**config.mk**
```make
export PLATFORM = sky130hd
export DESIGN_NAME = dm_arbiter
export DESIGN_NICKNAME = d
export VERILOG_FILES = /design/src/rtl/dm_arbiter.sv
export SDC_FILE = /design/constraint.sdc
export NUM_CORES = 1
export LEC_CHECK = 0
export BUFFER_PORTS_ARGS = -buffer_cell sky130_fd_sc_hd__buf_4
export CAP_MARGIN = 20
export CORE_MARGIN = 5
export CORE_UTILIZATION = 52
export CTS_BUF_LIST = sky130_fd_sc_hd__clkbuf_4 sky130_fd_sc_hd__clkbuf_8 sky130_fd_sc_hd__clkbuf_16
export DETAILED_ROUTE_END_ITERATION = 6
export HOLD_SLACK_MARGIN = 0.03
export PLACE_DENSITY = 0.85
export SYNTH_ARGS = -nofsm -noshare
export SYNTH_HDL_FRONTEND = slang
export SYNTH_SLANG_ARGS = --single-unit
```
**constraint.sdc**
```tcl
create_clock -name clk -period 3.2 [get_ports clk]
set_input_delay 0.16 -clock clk [delete_from_list [all_inputs] [get_ports clk]]
set_output_delay 0.16 -clock clk [all_outputs]
set_load 0.01 [all_outputs]
```
**src/rtl/dm_arbiter.sv**
```systemverilog
// rtl/dm_arbiter.sv - two-requester data-memory arbiter with byte-enabled read-modify-write stores
module dm_arbiter #(
    parameter bit PRIO_FIXED = 1'b0
) (
    input  logic        clk,
    input  logic        reset,
    input  logic        r0_req,
    input  logic        r0_we,
    input  logic [3:0]  r0_be,
    input  logic [31:0] r0_addr,
    input  logic [31:0] r0_wdata,
    output logic        r0_ack,
    output logic [31:0] r0_rdata,
    input  logic        r1_req,
    input  logic        r1_we,
    input  logic [3:0]  r1_be,
    input  logic [31:0] r1_addr,
    input  logic [31:0] r1_wdata,
    output logic        r1_ack,
    output logic [31:0] r1_rdata,
    output logic        busy,
    output logic [31:0] dm_addr,
    output logic [31:0] dm_wd,
    output logic        dm_we,
    input  logic [31:0] dm_rd
);

    typedef enum logic [1:0] {IDLE, ACCESS, WRITE, DONE} state_t;

    state_t      state_q;
    logic        win_q;
    logic        we_q;
    logic [3:0]  be_q;
    logic [29:0] addr_q;
    logic [31:0] wdata_q;
    logic [31:0] merge_q;
    logic        last_grant_q;
    logic        r0_ack_q;
    logic        r1_ack_q;
    logic [31:0] r0_rdata_q;
    logic [31:0] r1_rdata_q;
    logic        dm_we_q;

    logic        grant_d;
    logic        sel_we;
    logic [3:0]  sel_be;
    logic [29:0] sel_addr;
    logic [31:0] sel_wdata;
    logic [31:0] merge_wd;
    logic        unused_addr_lsbs;

    // Byte offset bits never reach DM; the word address is all that is latched.
    assign unused_addr_lsbs = ^{r0_addr[1:0], r1_addr[1:0]};

    // Winner selection: a lone requester wins; ties go to port 0 (fixed) or away from the last grant.
    always_comb begin
        grant_d = 1'b0;
        if (r0_req && r1_req) begin
            grant_d = PRIO_FIXED ? 1'b0 : ~last_grant_q;
        end else begin
            grant_d = r1_req;
        end
    end

    assign sel_we    = grant_d ? r1_we    : r0_we;
    assign sel_be    = grant_d ? r1_be    : r0_be;
    assign sel_addr  = grant_d ? r1_addr[31:2] : r0_addr[31:2];
    assign sel_wdata = grant_d ? r1_wdata : r0_wdata;

    // Merge enabled store bytes over the word read back during ACCESS.
    always_comb begin
        merge_wd = merge_q;
        for (int i = 0; i < 4; i++) begin
            if (be_q[i]) begin
                merge_wd[8*i +: 8] = wdata_q[8*i +: 8];
            end
        end
    end

    // Main sequencer: grant, DM access, optional write-back, one-cycle ack.
    always_ff @(posedge clk) begin
        if (!reset) begin
            state_q      <= IDLE;
            win_q        <= 1'b0;
            we_q         <= 1'b0;
            be_q         <= 4'h0;
            addr_q       <= 30'h0;
            wdata_q      <= 32'h0;
            merge_q      <= 32'h0;
            last_grant_q <= 1'b1;
            r0_ack_q     <= 1'b0;
            r1_ack_q     <= 1'b0;
            r0_rdata_q   <= 32'h0;
            r1_rdata_q   <= 32'h0;
            dm_we_q      <= 1'b0;
        end else begin
            case (state_q)
                IDLE: begin
                    if (r0_req || r1_req) begin
                        win_q        <= grant_d;
                        last_grant_q <= grant_d;
                        we_q         <= sel_we;
                        be_q         <= sel_be;
                        addr_q       <= sel_addr;
                        wdata_q      <= sel_wdata;
                        dm_we_q      <= sel_we && (sel_be == 4'hF);
                        state_q      <= ACCESS;
                    end
                end
                ACCESS: begin
                    if (we_q && (be_q != 4'hF) && (be_q != 4'h0)) begin
                        merge_q <= dm_rd;
                        dm_we_q <= 1'b1;
                        state_q <= WRITE;
                    end else begin
                        if (!we_q) begin
                            if (win_q) begin
                                r1_rdata_q <= dm_rd;
                            end else begin
                                r0_rdata_q <= dm_rd;
                            end
                        end
                        dm_we_q  <= 1'b0;
                        r0_ack_q <= ~win_q;
                        r1_ack_q <= win_q;
                        state_q  <= DONE;
                    end
                end
                WRITE: begin
                    dm_we_q  <= 1'b0;
                    r0_ack_q <= ~win_q;
                    r1_ack_q <= win_q;
                    state_q  <= DONE;
                end
                DONE: begin
                    r0_ack_q <= 1'b0;
                    r1_ack_q <= 1'b0;
                    state_q  <= IDLE;
                end
                default: begin
                    state_q <= IDLE;
                end
            endcase
        end
    end

    // Write strobe is gated by reset so an aborted access never touches DM.
    assign dm_we    = dm_we_q & reset;
    assign dm_wd    = dm_we ? ((state_q == WRITE) ? merge_wd : wdata_q) : 32'h0;
    assign dm_addr  = {addr_q, 2'b00};
    assign busy     = (state_q != IDLE);
    assign r0_ack   = r0_ack_q;
    assign r1_ack   = r1_ack_q;
    assign r0_rdata = r0_rdata_q;
    assign r1_rdata = r1_rdata_q;

endmodule

```
-- Yosys cells after proc, flatten, opt, wreduce, memory -nomap -nowiden
Cells that the tools add are included.
- reductions and logical operators: 16
- bitwise operators: 5
- equality and inequality tests: 7
- muxes and demuxes: 21
- operators with widths (operator ; number):
    $mux W32 ; 3
    $mux W8 ; 4
    $mux W30 ; 1
    $pmux W1 S3 ; 3
    $pmux W2 S4 ; 1
    $reduce_and A2 Y1 ; 4
    $reduce_and A4 Y1 ; 2
    $mux W1 ; 7
    $reduce_bool A3 Y1 ; 2
    $eq A2 B2 Y1 const B ; 2
    $eq A4 B4 Y1 const B ; 1
    $logic_and A1 B1 Y1 ; 4
    $mux W4 ; 1
    $ne A2 B2 Y1 const B ; 2
    $ne A4 B4 Y1 const B ; 1
    $not A1 Y1 ; 4
    $reduce_bool A4 Y1 ; 1
    $eq A2 B1 Y1 const B ; 1
    $logic_not A2 Y1 ; 1
    $mux W2 ; 1
    $reduce_bool A2 Y1 ; 1
    $and A1 B1 Y1 ; 1
    $logic_or A1 B1 Y1 ; 1
- logic and storage cells: 62
- bits of input ports: 174
- output and inout port bits: 132
- register bits: 170

-- Logic depth before layout (Yosys ltp)
Gate-level depths: netlist (run 1).
- depth after elaboration: 7
- depth in mapped cells: 7
- depth with buffers taken out: 6

-- Least setup slack after synthesis (run 1)
OpenSTA, ideal clock, no wires.
- path type: reg-to-reg
- start: reg state_q[0]
- end: reg addr_q[15]
- cell stages (with the launch flop): 8
- arrival: 1.719 ns
- path slack: 1.422 ns
- required time: 3.141 ns
- period minus slack after synthesis: 1.778 ns
- library setup time: 0.059 ns
- buffers on the path: 3
- path through: dfxtp_1 inv_1 ha_1 o21a_1 clkbuf_1 clkbuf_1 buf_1 o211a_1
- cells in the longest elaborated chain, start to end: 2
- ends and longest elaborated chain (element ; line ; text):
    start, declared ; 30 ; state_t state_q;
    start signal, assigned ; 83 ; state_q <= IDLE;
    start signal, assigned ; 107 ; state_q <= ACCESS;
    start signal, assigned ; 114 ; state_q <= WRITE;
    $logic_not A2 Y1 ; 97 ; case (state_q)
    $reduce_and A2 Y1 (no line) ; - ;
    end signal, assigned ; 104 ; addr_q <= sel_addr;
    end, declared ; 34 ; logic [29:0] addr_q;
No other way between the ends.
A chain may end at the register's enable or synchronous reset.

-- Worst setup path in the final report (run 1)
- start: reg state_q[0]
- end: out dm_wd[19]
- cells in the longest elaborated chain, start to end: 3
- ends and longest elaborated chain (element ; line ; text):
    $eq A2 B2 Y1 ; 149 ; assign dm_wd = dm_we ? ((state_q == WRITE) ? merge_wd : wdata_q) : 32'h0;
    $mux W32 (2 in a row) ; 149 ;
    end, declared ; 23 ; output logic [31:0] dm_wd,
No other way between the ends.

==> results by group, run 1 <==
Route
  • Final WL: 22,800 um
  • Antenna Nets Post-Route: 0
  • Via count: 7,090
  • Initial DRT Pass Iterations: 5
  • Drt wl/cell: 16.9 um
  • # DRC: 0
  • Via/cell ratio: 5.26
  • Iter 0 DRT Violations: 378

Logic synthesis
  • Synth Flop Type: dfxtp_1
  • Number of synthesized flops with an enable pin: 0
  • Flop and latch count out of synthesis: 170
  • Avg Cell Area, Syn: 8.78 um2
  • Synth area leaders: dfxtp_1 45%, nand2_1 14%, mux2i_1 12%
  • Post-synthesis cell type count: 38
  • Mapped cell area: 7550 um2
  • Yosys top cell area share: 45.1%
  • Sequential area share after synthesis: 45.1%
  • Ys Warns: 0
  • Cell taking the most area after synthesis: dfxtp_1
  • Async set or reset register ratio after synthesis: 0%
  • Synth Instances: 860

Worst setup path
  • Crit path capture type: output pin
  • Setup crit start kind: register
  • CP max stage delay: 0.72 ns
  • CP Data Required Time: 3.04 ns
  • Crit-path max FO: 8
  • Critical path cell sequence: inv_1, ha_1, nor2b_1, mux2i_1, nor2_1, buf_4
  • CP max stage cell: nor2b_1
  • Crit path kind: register to output pin
  • Crit path DAT: 2.40 ns

STA
  • Tmin final: 2.56 ns
  • Worst slew margin: 29.3%
  • Peak Freq: 0.391 GHz
  • Setup violators final: 0
  • Endpoints failing hold: 0
  • Slew Viols, Final: 0
  • Worst slew pin tran: 1.06 ns
  • Final setup TNS: 0 ns
  • Tcrit/Tclk final: 79.9%
  • RSZ-0062 raised after global routing: no
  • Max Clock Skew: 0.0112 ns

Floorplanning
  • # IOs: 306
  • Die area: 17,000 um2
  • Total core area: 14,400 um2
  • Initial core utilization: 52.5%
  • Row cnt: 44
  • DIE WIDTH: 130 um
  • Die height: 130 um

Cells and area
  • Layout cell share with drive strength beyond 1: 29.9%
  • Commonest cells after routing, fill and taps aside: 309 x buf_4, 279 x nand2_1, 170 x dfxtp_1
  • Cell Count, Final, Fillers Out: 1,347
  • Nets: 1,328
  • Area delta synth->final: 42.4%
  • Most common library cell in the layout ignoring fill and taps: buf_4

Pwr
  • Pwr dens: 686 nW/um2
  • VDD IR max: 407 uV
  • Leakage power: 5.16 nW

Global routing
  • Gr usage total: 25.4%
  • Largest net degree at the start of global routing: 70
  • Global-route wire length before repair: 34,300 um
  • Via count of the first global-routing pass: 6,716
  • Total congestion overflow: 0
  • Initial antenna violation count: 0

Clock network
  • Clock-pin slew on the worst setup and hold paths: 0.06 ns
  • CTS tree: built
  • H-tree depth: 4
  • Clock buffer depth: 2
  • Clock root buffer: clkbuf_16
  • Clk_lat worst skew: 0.42 ns
  • TritonCTS Buffers: 17
  • CTS sink cnt: 170

Place
  • IO Port Bufs: 299
  • Post-placement cell count: 1,282
  • RD Place Congestion: 0.859
  • Dpl hpwl: 15,800 um

Flow run
  • Max Cap Violations: 0

Min path
  • Min-Delay Path Class: input port to register

Outcome
  • Status: finished, final reports clean
-- power by group --
group | internal [mW] | switching [mW] | total (mW)
Sequential | 2.59 | 0.307 | 2.90
Clock | 1.16 | 0.840 | 2.00
Combinational | 1.15 | 1.32 | 2.47
Total | 4.91 | 2.46 | 7.37
-- per-layer routing --
layer | up-vias | GRT usage (%) | wire length [um]
li1 | 3487 | - | -
met1 | 3293 | 32.6 | 9460
met2 | 266 | 41.7 | 10700
met3 | 44 | 6.46 | 2050
met4 | 0 | 9.20 | 583
met5 | - | 0 | 0
-- through the flow --
stage	power (mW)	util, %	worst slack (ns)	instance area [um2]	hold slack (ns)
CTS	7.39	74.8	0.629	10700	0.0575
global route	7.78	74.8	0.483	10700	0.0952
global placement	5.28	68.5	1.13	9850	0.440
detailed placement	5.35	68.5	1.10	9850	0.447
finish	7.37	74.8	0.642	10800	0.0741
floorplan	4.38	-	1.42	7550	0.305
-- worst max-delay path: cells and delay by family, from the launching register on --
kind	cells	cell delay, ns
flops	1	0.34
buf+inv	2	0.35
fa+ha+maj	1	0.24
mux	1	0.27
simple gates	2	0.80
-- repair_timing --
action,4_1_cts,5_1_grt
hold endpoints to repair,78,0
resized for setup,0,0
hold buffers,32,0
buffers inserted,0,0
-- cells by family (layout without fill, tap and decap cells) --
group                    after synthesis  in the layout  synth area share, %
multiplexers                          92             92                 12.2
other                                  1              3               0.0497
buffers and inverters                 77            378                 4.14
AND/OR/NAND/NOR                      331            331                 17.6
adder cells (fa/ha/maj)                5              5                0.829
AO/OA/AOI/OAI                        184            184                 20.1
flip-flops                           170            170                 45.1
-- worst paths after layout --
check / start / to / slack (ns) / cells past startpoint
setup / recovery: state_q[0] / dm_wd[19] / 0.64 / 6
hold / removal: r1_req / last_grant_q / 0.07 / 3
setup reg to reg: state_q[1] / r0_rdata[30] / 1.10 / 5
hold reg to reg: merge_q[23] / merge_q[23] / 0.46 / 2
-- layout make-up --
cell class,count,area (um2)
Antenna cell,1,2.50
Clock buffer,23,489
Clock inverter,9,90.1
Fill cell,1072,3620
Inverter,4,15.0
Multi-Input combinational cell,614,3860
Sequential cell,170,3400
Tap cell,184,230
Timing Repair Buffer,342,2660
-- registers in the layout (all words and copies together) (netlist names), 2 cells and up --
| name | flops |
|---|---|
| r1_rdata | 32 |
| be_q | 4 |
| r0_rdata | 32 |
| state_q | 2 |
| merge_q | 32 |
| addr_q | 30 |
| wdata_q | 32 |
-- cell usage after synthesis (2+ instances only) --
cell type and number:
nor2b_1 5, o21ai_0 3, ha_1 5, clkbuf_1 56
nand3_1 2, buf_1 7, nand2_1 279, buf_2 7
o211a_1 67, nand4_1 3, a21boi_0 97, nor2_1 27
nor3b_1 2, a21oi_1 10, nand2b_1 2, nand3b_1 2
dfxtp_1 170, buf_4 2, inv_1 4, mux2i_1 92
Power figures use the tool's default switching activity.
==> inputs of run 2 (changes only) <==
--- a/config.mk
+++ b/config.mk
@@ -8,11 +8,11 @@
 export BUFFER_PORTS_ARGS = -buffer_cell sky130_fd_sc_hd__buf_4
 export CAP_MARGIN = 20
 export CORE_MARGIN = 5
-export CORE_UTILIZATION = 52
+export CORE_UTILIZATION = 49
 export CTS_BUF_LIST = sky130_fd_sc_hd__clkbuf_4 sky130_fd_sc_hd__clkbuf_8 sky130_fd_sc_hd__clkbuf_16
 export DETAILED_ROUTE_END_ITERATION = 6
 export HOLD_SLACK_MARGIN = 0.03
-export PLACE_DENSITY = 0.85
+export PLACE_DENSITY = 0.81
 export SYNTH_ARGS = -nofsm -noshare
 export SYNTH_HDL_FRONTEND = slang
 export SYNTH_SLANG_ARGS = --single-unit
==> constraint.sdc (replaced) <==
create_clock -name clk -period 2.7 [get_ports clk]
set_input_delay 0.135 -clock clk [delete_from_list [all_inputs] [get_ports clk]]
set_output_delay 0.135 -clock clk [all_outputs]
set_load 0.01 [all_outputs]
==> results by group, run 2 (same netlist as run 1, synthesis figures left out) <==
Outcome
  • Status: finished, final reports clean

Flow run
  • Max Cap Violations: 0 (unchanged)

Global routing
  • Global-route wire length before repair: 34,700 um (+1.0%)
  • Via count of the first global-routing pass: 6,562 (-2.3%)
  • GRT met3 Usage: 7.43% (+0.96 points)
  • Initial antenna violation count: 0 (unchanged)
  • Met2 Track Usage GR: 39.7% (-2.0 points)
  • GR peak layer: met2
  • Largest net degree at the start of global routing: 173 (+150%)
  • Routing usage on met1: 30.1% (-2.5 points)
  • Gr usage total: 24.1% (-1.4 points)
  • Total congestion overflow: 0 (unchanged)

Place
  • RD Place Congestion: 0.818 (-4.8%)
  • IO Port Bufs: 299 (unchanged)
  • Dpl hpwl: 15,800 um (-0.22%)
  • Place WS: 0.826 ns (-0.274 ns)
  • Post-place instance area: 9890 um2 (+0.43%)
  • Post-placement cell count: 1,286 (+0.31%)

Worst setup path
  • CP Data Required Time: 2.57 ns (-0.47 ns)
  • Setup crit start kind: register
  • Crit path DAT: 2.10 ns (-0.30 ns)
  • Crit path kind: register to output pin
  • Setup slack, reg-to-reg: 0.77 ns (-0.33 ns)
  • Crit-path max FO: 8 (unchanged)
  • Crit path capture type: output pin
  • R2R Path Start: state_q[1]
  • Worst setup path startpoint: state_q[0]

Cells and area
  • Cell Count, Final, Fillers Out: 1,352 (+0.37%)
  • Final Cell Area: 10,800 um2 (+0.68%)
  • Commonest cells after routing, fill and taps aside: 306 x buf_4, 279 x nand2_1, 170 x dfxtp_1
  • Layout cell share with drive strength beyond 1: 29.9% (about the same)
  • Most common library cell in the layout ignoring fill and taps: buf_4
  • Nets: 1,329 (+0.075%)
  • Area delta synth->final: 43.4%

STA
  • Final Worst Setup Slack: 0.461 ns (-0.180 ns)
  • Worst slew margin: 50.9% (+22 points)
  • Max Clock Skew: 0.00891 ns (-0.00230 ns)
  • Worst slew pin tran: 0.736 ns (-0.321 ns)
  • Setup violators final: 0 (unchanged)
  • Peak Freq: 0.447 GHz
  • Tcrit/Tclk final: 82.9%
  • Endpoints failing hold: 0 (unchanged)
  • Tmin final: 2.24 ns
  • Final setup TNS: 0 ns (unchanged)
  • RSZ-0062 raised after global routing: no
  • Slew Viols, Final: 0 (unchanged)

Clock network
  • Postcts setup bufs: 0 (unchanged)
  • Gates resized, CTS repair: 0 (unchanged)
  • Clock-pin slew on the worst setup and hold paths: 0.07 ns (about the same)
  • Clk_lat worst skew: 0.42 ns (about the same)
  • CTS tree: built
  • Post-CTS Hold Buffers: 33 (+3.1%)
  • CTS sink cnt: 170 (unchanged)
  • H-tree depth: 4 (unchanged)
  • Clock root buffer: clkbuf_16
  • Clock buffer depth: 2 (unchanged)
  • TritonCTS Buffers: 17 (unchanged)

Floorplanning
  • DIE WIDTH: 134 um (+2.8%)
  • Total core area: 15,100 um2 (+5.4%)
  • Row cnt: 45 (+2.3%)
  • Die height: 134 um (+2.8%)
  • Die area: 18,000 um2 (+5.6%)
  • Initial core utilization: 49.8% (-2.7 points)
  • # IOs: 306 (unchanged)

Pwr
  • VDD IR max: 439 uV (+7.8%)
  • Pwr dens: 815 nW/um2 (+19%)
  • Final Total Pwr: 8.82 mW (+20%)
  • Leakage power: 5.19 nW (+0.48%)

Route
  • # DRC: 0 (unchanged)
  • Via/cell ratio: 5.15 (-2.2%)
  • Initial DRT Pass Iterations: 5 (unchanged)
  • Iter 0 DRT Violations: 358 (-5.3%)
  • Drt wl/cell: 16.7 um (-1.2%)
  • Via count: 6,961 (-1.8%)
  • Antenna Nets Post-Route: 0 (unchanged)
  • Final WL: 22,600 um (-0.88%)

Min path
  • Min-Delay Path Class: input port to register
  • Worst hold start: r0_wdata[30]
run 2: final cells by class:
class | instances | area (um2)
fillers | 1196 | 4320
repair buffers | 343 | 2710
flip-flops and latches | 170 | 3400
well taps | 188 | 235
diodes | 1 | 2.50
inverters | 4 | 15.0
clock inverters | 15 | 174
clock buffers | 17 | 425
multi-input cells | 614 | 3860
run 2: worst paths after layout:
check                           depth (start not counted)      endpoint
worst max-delay path                                    6     dm_wd[12]
worst min-delay path                                    4   wdata_q[30]
worst max register to register                          5  r0_rdata[29]
worst min register to register                          2    merge_q[4]
run 2: critical path: stages (launching register included):
cell and delay [ns]:
dfxtp_1 0.33, inv_1 0.13, ha_1 0.23, nor2b_1 0.50
nand2_1 0.11, a21oi_1 0.21, buf_4 0.17
run 2: metal layers:
| layer | wire [um] | vias to the layer above |
|---|---|---|
| met5 | 0 | - |
| met4 | 486 | 0 |
| met3 | 1860 | 30 |
| met2 | 10700 | 222 |
| met1 | 9610 | 3207 |
| li1 | - | 3502 |
run 2: power breakdown:
part | internal [mW] | leakage, nW | switching (mW)
Sequential | 3.07 | 1.39 | 0.358
Combinational | 1.39 | 3.50 | 1.55
Clock | 1.33 | 0.293 | 1.12
run 2: per-stage QoR:
stage               hold WS (ns)  utilization [%]
floorplan                  0.280                -
global placement           0.414             65.3
detailed placement         0.420             65.3
CTS                       0.0357             71.4
global route              0.0446             71.4
finish                    0.0536             71.5
==> inputs of run 3 (changes only) <==
==> constraint.sdc (replaced) <==
create_clock -name clk -period 2.3 [get_ports clk]
set_input_delay 0.115 -clock clk [delete_from_list [all_inputs] [get_ports clk]]
set_output_delay 0.115 -clock clk [all_outputs]
set_load 0.01 [all_outputs]
==> results by group, run 3 (same netlist as run 1, synthesis figures left out) <==
STA
  • RSZ-0062 raised after global routing: no
  • Setup violators final: 0 (unchanged)
  • Peak Freq: 0.476 GHz
  • Tmin final: 2.10 ns
  • Endpoints failing hold: 0 (unchanged)
  • Max Clock Skew: 0.0120 ns (+0.00309 ns)
  • Slew Viols, Final: 0 (unchanged)
  • Tcrit/Tclk final: 91.3%
  • Final setup TNS: 0 ns (unchanged)
  • Worst slew pin tran: 0.712 ns (-0.0243 ns)
  • Worst slew margin: 52.5% (+1.6 points)

Pwr
  • Pwr dens: 952 nW/um2 (+17%)
  • Gate power share: 33.8% (+0.4 points)
  • Leakage power: 5.27 nW (+1.5%)
  • Power share of the clock group: 27.7% (about the same)
  • VDD IR max: 618 uV (+41%)
  • Reg power frac: 38.5% (-0.4 points)
  • Final Total Pwr: 10.5 mW (+19%)
  • Psw: 3.49 mW (+15%)
  • Int Power: 6.97 mW (+20%)
  • Switching share of total power: 33.3% (-1.0 points)

Global routing
  • Global-route wire length before repair: 36,000 um (+3.7%)
  • Total congestion overflow: 0 (unchanged)
  • Via count of the first global-routing pass: 7,002 (+6.7%)
  • Largest net degree at the start of global routing: 173 (unchanged)
  • Gr usage total: 25.0% (+0.87 points)
  • Initial antenna violation count: 0 (unchanged)

Cells and area
  • Layout cell share with drive strength beyond 1: 29.8% (-0.092 points)
  • Diodes inserted: 0 (-1)
  • Commonest cells after routing, fill and taps aside: 309 x buf_4, 279 x nand2_1, 170 x dfxtp_1
  • Area of the multi-input gates: 3860 um2 (about the same)
  • Most common library cell in the layout ignoring fill and taps: buf_4
  • Register Area: 3400 um2 (unchanged)
  • Nets: 1,346 (+1.3%)
  • Layout fillers: 1,169 (-2.3%)
  • Area delta synth->final: 45.5%

Floorplanning
  • Total core area: 15,100 um2 (unchanged)
  • Row cnt: 45 (unchanged)
  • Initial core utilization: 49.8% (unchanged)
  • # IOs: 306 (unchanged)
  • Die height: 134 um (unchanged)
  • Die area: 18,000 um2 (unchanged)
  • DIE WIDTH: 134 um (unchanged)

Route
  • Initial DRT Pass Iterations: 5 (unchanged)
  • Antenna Nets Post-Route: 0 (unchanged)
  • Drt wl/cell: 17.2 um (+3.0%)
  • # DRC: 0 (unchanged)
  • Via/cell ratio: 5.21 (+1.2%)
  • Final WL: 23,600 um (+4.2%)
  • Iter 0 DRT Violations: 520 (+45%)
  • Via count: 7,130 (+2.4%)

Worst setup path
  • CP Data Required Time: 2.18 ns (-0.39 ns)
  • Crit path capture type: output pin
  • Crit path DAT: 1.99 ns (-0.11 ns)
  • Crit-path max FO: 8 (unchanged)
  • Setup crit start kind: register
  • Crit path kind: register to output pin

Min path
  • Min-Delay Path Class: input port to register

Clock network
  • Clock root buffer: clkbuf_16
  • CTS tree: built
  • Clock-pin slew on the worst setup and hold paths: 0.06 ns (about the same)
  • Clk_lat worst skew: 0.43 ns (about the same)
  • TritonCTS Buffers: 17 (unchanged)
  • Postcts setup bufs: 0 (unchanged)
  • Clock buffer depth: 2 (unchanged)
  • CTS sink cnt: 170 (unchanged)
  • H-tree depth: 4 (unchanged)

Place
  • IO Port Bufs: 299 (unchanged)
  • Dpl hpwl: 16,300 um (+3.4%)
  • RD Place Congestion: 0.808 (-1.2%)

Flow run
  • Max Cap Violations: 0 (unchanged)

Outcome
  • Status: finished, final reports clean
-- run 3: timing repair --
item,in CTS,in global routing
gates resized for setup,0,1
hold buffers,47,0
setup endpoints to repair,0,6
hold endpoints to repair,107,0
-- run 3: worst max-delay path, stage by stage, from the launching register on --
cell     delay (ns)
dfxtp_1        0.33
inv_1          0.13
ha_1           0.23
and2b_1        0.43
mux2i_1        0.25
nor2_1         0.06
buf_4          0.14
-- run 3: layout make-up --
class	count	area share [%]
clock buffers	20	4.19
clock inverters	12	1.23
inverters	4	0.137
multi-input cells	614	35.2
flip-flops and latches	170	31.0
well taps	188	2.14
repair buffers	360	26.1
-- run 3: final timing paths --
kind	slack, ns	to	cells past startpoint	startpoint
hold / removal	0.04	last_grant_q	3	r1_req
setup / recovery	0.20	dm_wd[26]	6	state_q[0]
setup reg to reg	0.35	r0_rdata[25]	5	state_q[1]
hold reg to reg	0.46	r0_rdata[18]	2	r0_rdata[18]
-- run 3: per-layer routing --
layer,part of all wire [%],wire length [um],GRT usage (%)
met1,42,9860,30.9
met2,48,11300,41.8
met3,7.5,1770,6.68
met4,2.5,598,9.22
met5,0,0,0
-- run 3: power groups by stage --
stage	clock, mW	combinational [mW]	sequential [mW]
2_1_floorplan	0	1.97	4.13
3_3_place_gp	0	3.39	4.05
3_5_place_dp	0	3.46	4.07
4_1_cts	2.94	3.54	4.02
5_1_grt	3.06	3.89	4.10
6_report	2.89	3.53	4.03
-- run 3: per-stage QoR --
| stage | instances | worst slack (ns) | hold WS [ns] | cell area [um2] | util [%] |
|---|---|---|---|---|---|
| 3_5_place_dp | 1289 | 0.386 | 0.401 | 9910 | 65.5 |
| 3_3_place_gp | 1289 | 0.465 | 0.394 | 9910 | 65.5 |
| 5_1_grt | 1368 | 0.0388 | 0.0463 | 11000 | 72.5 |
| 2_1_floorplan | 861 | 0.522 | 0.260 | 7550 | - |
| 4_1_cts | 1368 | 0.0422 | 0.0309 | 11000 | 72.5 |
| 6_report | 1368 | 0.199 | 0.0397 | 11000 | 72.5 |
